`config.mk`:
```
export PLATFORM = sky130hd
export DESIGN_NAME = shreg_fifo_ctrl
export DESIGN_NICKNAME = d
export VERILOG_FILES = /design/src/rtl/shreg_fifo_ctrl.sv
export SDC_FILE = /design/constraint.sdc
export NUM_CORES = 1
export LEC_CHECK = 0
export BUFFER_PORTS_ARGS = -buffer_cell sky130_fd_sc_hd__clkbuf_2
export CAP_MARGIN = 0
export CELL_PAD_IN_SITES_DETAIL_PLACEMENT = 1
export CELL_PAD_IN_SITES_GLOBAL_PLACEMENT = 2
export CORE_ASPECT_RATIO = 1.4
export CORE_MARGIN = 2
export CORE_UTILIZATION = 25
export CTS_CLUSTER_SIZE = 8
export DETAILED_ROUTE_END_ITERATION = 7
export HOLD_SLACK_MARGIN = 0.08
export PLACE_DENSITY_LB_ADDON = 0.08
export SYNTH_ARGS = -nofsm -noshare
export SYNTH_HDL_FRONTEND = slang
export SYNTH_SLANG_ARGS = --single-unit
```
`constraint.sdc`:
```
create_clock -name clk_i -period 6.41 [get_ports clk_i]
set_input_delay 0.3205 -clock clk_i [delete_from_list [all_inputs] [get_ports clk_i]]
set_output_delay 0.3205 -clock clk_i [all_outputs]
set_load 0.02 [all_outputs]
```
`src/rtl/shreg_fifo_ctrl.sv`:
```
// shreg_fifo_ctrl: valid/ready elastic buffer built on an addressable shift register plus output register.
// Optional empty-buffer bypass enabled by defining SHREG_FIFO_BYPASS_EN.
module shreg_fifo_ctrl #(
  parameter int Width = 8,
  parameter int Depth = 16
) (
  input  logic                         clk_i,
  input  logic                         rst_i,
  input  logic                         flush_i,
  input  logic                         s_valid_i,
  output logic                         s_ready_o,
  input  logic [Width-1:0]             s_data_i,
  output logic                         m_valid_o,
  input  logic                         m_ready_i,
  output logic [Width-1:0]             m_data_o,
  output logic [$clog2(Depth+2)-1:0]   count_o
);
  localparam int CW = $clog2(Depth+1);
  localparam int OW = $clog2(Depth+2);
  localparam int AW = $clog2(Depth);
  logic [Width-1:0] mem [Depth];
  logic [CW-1:0] cnt;
  logic [AW-1:0] addr;
  logic push, out_free, pop_srl, bypass, push_srl;
  always_comb begin
    s_ready_o = !rst_i && cnt != CW'(Depth);
    push = s_valid_i && s_ready_o;
    out_free = !m_valid_o || m_ready_i;
    pop_srl = cnt != '0 && out_free;
`ifdef SHREG_FIFO_BYPASS_EN
    bypass = push && cnt == '0 && out_free;
`else
    bypass = 1'b0;
`endif
    push_srl = push && !bypass;
    addr = cnt == '0 ? '0 : AW'(cnt - CW'(1));
    count_o = OW'(cnt) + OW'(m_valid_o);
  end
  // Storage is never reset; newest word enters at address 0, oldest sits at cnt-1.
  always_ff @(posedge clk_i) begin
    if (push_srl) begin
      mem[0] <= s_data_i;
      for (int i = 1; i < Depth; i++) mem[i] <= mem[i-1];
    end
  end
  always_ff @(posedge clk_i) begin
    if (rst_i || flush_i) cnt <= '0;
    else if (push_srl && !pop_srl) cnt <= cnt + CW'(1);
    else if (pop_srl && !push_srl) cnt <= cnt - CW'(1);
  end
  always_ff @(posedge clk_i) begin
    if (rst_i) begin
      m_valid_o <= 1'b0;
      m_data_o <= '0;
    end else if (flush_i) m_valid_o <= 1'b0;
    else if (pop_srl) begin
      m_valid_o <= 1'b1;
      m_data_o <= mem[addr];
    end else if (bypass) begin
      m_valid_o <= 1'b1;
      m_data_o <= s_data_i;
    end else if (m_ready_i) m_valid_o <= 1'b0;
  end
endmodule

```
==> impl_summary.txt <==
----------------------------------------------------
[Final layout]
  Final standard cell utilization of the core ... 29.6%
  Post-layout nets ... 476
  Fill cell instance count of the final layout ... 2588
  Finished Cell Area ... 7060 µm²
  Fraction of final layout cells with drive strength greater than 1 ... 18.7%
  Number of antenna diodes ... 0
  Growth of design area from synthesis to finish ... 17.3%

[Timing]
  Slew headroom ... 20.1%
  Highest clock rate ... 0.253 GHz
  Unrepaired setup endpoints after global routing ... false
  Worst setup margin ... 2.46 ns
  Final setup skew ... 0.00585 ns
  Final Max Tran Viols ... 0
  Final Hold Violating Endpoints ... 0
  Final worst-path cycle share ... 61.7%
  Final total negative setup slack ... 0 ns
  Final Setup Violations ... 0
  Min cycle time layout ... 3.95 ns
  Actual slew at the worst max-slew pin ... 1.20 ns

[Critical path]
  Classification of the worst setup path ... reg -> reg
  Cells along the critical path ... buf_4 -> clkinv_1 -> ha_1 -> nand2b_1 -> nor2_1 -> a21oi_1 -> and2_4 -> ha_1 -> a41oi_1 -> or3_1 -> a21oi_1
  Arrival time of data at the critical path endpoint ... 4.31 ns
  Launch point of the worst reg-to-reg path ... cnt[0]$_SDFFE_PP0P_
  Worst Reg2Reg Path Length in Cells ... 11
  CP peak stage delay ... 0.91 ns
  Worst Path Buf+Inv ... 2
  Nature of the critical path endpoint ... flip-flop
  Number of gates on the worst path with buffers counted ... 11
  Data required time of the worst path ... 6.76 ns
  Highest-delay cell along the critical path ... and2_4
  Critical path's top delay family ... simple AND/OR/NAND/NOR gates
  Element type at the critical path start ... flip-flop
  Peak fanout along the critical path ... 82
  Beginning of the critical path ... cnt[0]$_SDFFE_PP0P_

[Global routing]
  Grt total ovfl ... 0
  Number of antenna violations at the first check in global routing ... 0
  Total global routing track utilization ... 12.9%
  Maximum number of pins on one net before global-route repair ... 83
  Global-route wire length before repair ... 24200 µm
  Vias in the first global route ... 3866

[Logic synthesis]
  Synthesized netlist cell count ... 428
  Synth top area cells ... edfxtp_1 64%, dfxtp_1 4.7%, mux2_2 4.1%
  Nets in the synthesized netlist ... 446
  Most frequent cells after synthesis ... 128 x edfxtp_1, 51 x nor2_1, 22 x mux2_2
  Count of flip-flops with a built-in enable after synthesis ... 128
  Fraction of synthesized cell area taken by the top area cell type ... 63.9%
  Library cell with the highest instance count after synthesis ... edfxtp_1
  FF+latch count, synth ... 142
  Async set-reset flop share out of synthesis ... 0%
  Cell Area, Synth ... 6020 µm²
  Number of warnings printed during yosys synthesis ... 0
  Cell taking the most area after synthesis ... edfxtp_1
  Dominant synthesized flop cell ... edfxtp_1
  Synthesized area per cell ... 14.1 µm²
  Distinct cell type count of the synthesized netlist ... 52
  Sequential-to-total area share from yosys stat ... 68.5%

[Clock tree]
  Clock latency on the worst-skew pair ... 0.42 ns
  Maximum buffer depth of the clock tree ... 2
  Inserted Clock Buffers ... 17
  Clock transition at the registers of the reported paths ... 0.06 ns
  Number of levels the H-tree was split into ... 4
  Number of sinks on the clock net ... 142
  Resized cells post-CTS ... 0
  Clock tree from TritonCTS ... done
  Clock root cell ... clkbuf_16

[Die]
  Area of the core ... 23800 µm²
  Height of the die ... 188 µm
  Die area ... 25300 µm²
  Initial core utilization ... 25.3%
  Width of the chip ... 135 µm
  Number of placed I/O pins ... 28
  Row count ... 67

[Pwr]
  Leakage ... 2.33 nW
  Largest vdd supply drop ... 0.380 mV
  Power per Cell Area ... 572 nW/µm²
  Total Power Consumption ... 4.04 mW

[Run status]
  Status ... complete, no violations

[Drt]
  Drt drc ... 0
  First-pass DRT Iterations ... 4
  Via count ... 3699
  Vias/cell ... 4.74
  1st-iter DRT viols ... 183
  Average wire per standard cell ... 20.1 µm
  Routed Wire Length ... 15700 µm
  Count of nets left with antenna violations after detail routing ... 0

[Worst hold path]
  Kind of path behind the tightest hold check ... in -> reg
  Critical hold path startpoint ... flush_i
  Number of cells on the worst hold path ... 3

[Place]
  Port-buffer cells ... 27
  Setup WS pre-CTS ... 2.33 ns
  Last weighted congestion value of the routability-driven placer ... 0.662
  DP HPWL ... 8800 µm
  Total placed instance area ... 6440 µm²

[Run]
  Max capacitance violation total ... 0

----------------------------------------------------
layout make-up:
| class | count | area, µm² | share of cell area (%) |
|---|---|---|---|
| Clock inverter | 12 | 101 | 1.44 |
| Timing Repair Buffer | 42 | 268 | 3.79 |
| Inverter | 12 | 45.0 | 0.638 |
| Multi-Input combinational cell | 243 | 1690 | 24.0 |
| Tap cell | 310 | 388 | 5.50 |
| Sequential cell | 142 | 4130 | 58.4 |
| Clock buffer | 20 | 437 | 6.19 |
power breakdown:
part | switching, mW | internal, mW | leakage [nW]
combinational | 1.22 | 0.609 | 0.749
clock | 0.375 | 0.560 | 0.264
sequential | 0.0983 | 1.18 | 1.31
total | 1.69 | 2.35 | 2.33
layout by cell type, fill, tap and decap left out, types with 4 or more instances in the layout:
cell type      count
nor4_1             8
dlygate4sd3_1      8
inv_1             11
clkinv_1           8
ha_1               5
buf_4              7
xnor2_1            4
nand2b_1           7
edfxtp_1         128
o211ai_1          17
mux2_2            22
a21oi_1            7
dfxtp_1           13
clkbuf_2          27
nand2_1           20
a311oi_1           7
o2111ai_1          8
a31o_1             7
o22ai_1            7
nand4_1           17
o221ai_1           7
a221o_1            8
clkbuf_16         17
o31ai_1            8
nor2_1            51
worst paths after layout:
kind	to	slack, ns
worst max register to register	cnt[4]$_SDFFE_PP0P_	2.46
worst min register to register	mem[7][1]$_DFFE_PP_	0.44
worst max-delay path	cnt[4]$_SDFFE_PP0P_	2.46
worst min-delay path	cnt[4]$_SDFFE_PP0P_	0.31
kinds of logic after synthesis:
kind of cell	count (synthesis)	synth area share, %
adders and majority gates	5	1.04
muxes	24	4.47
and+or+nand+nor	120	10.1
AOI/OAI and AO/OA	87	11.5
DFF	142	68.5
xor gates and xnor gates	7	1.02
buffers and inverters	43	3.41
sequential cells by signal, indices dropped and copies added, names as in the netlist:
signal and cells:
mem 128, m_data_o 8, cnt 5, m_valid_o 1
metrics by stage:
stage                     hold WS, ns  cells
final                           0.310    781
after global routing            0.314    781
after CTS                       0.284    781
after detailed placement        0.432    741
after global placement          0.425    741
after floorplan                 0.418    428
tightest hold or removal path: stages:
cell and delay [ns]:
clkbuf_2 0.08, or2_2 0.22, a21oi_1 0.06
layer usage:
| layer | up-vias | track usage, % | part of all wire (%) |
|---|---|---|---|
| met4 | 0 | 4.45 | 1.5 |
| met2 | 63 | 21.0 | 49 |
| met3 | 16 | 3.35 | 3.5 |
| li1 | 1740 | - | - |
| met5 | - | 0 | 0 |
| met1 | 1880 | 16.7 | 46 |
timing repair:
item	in CTS	in global routing
hold endpoints to repair	8	0
hold buffers	8	0
buffers inserted	0	0
endpoints found under the setup margin	0	0
Power figures use the tool's default switching activity.
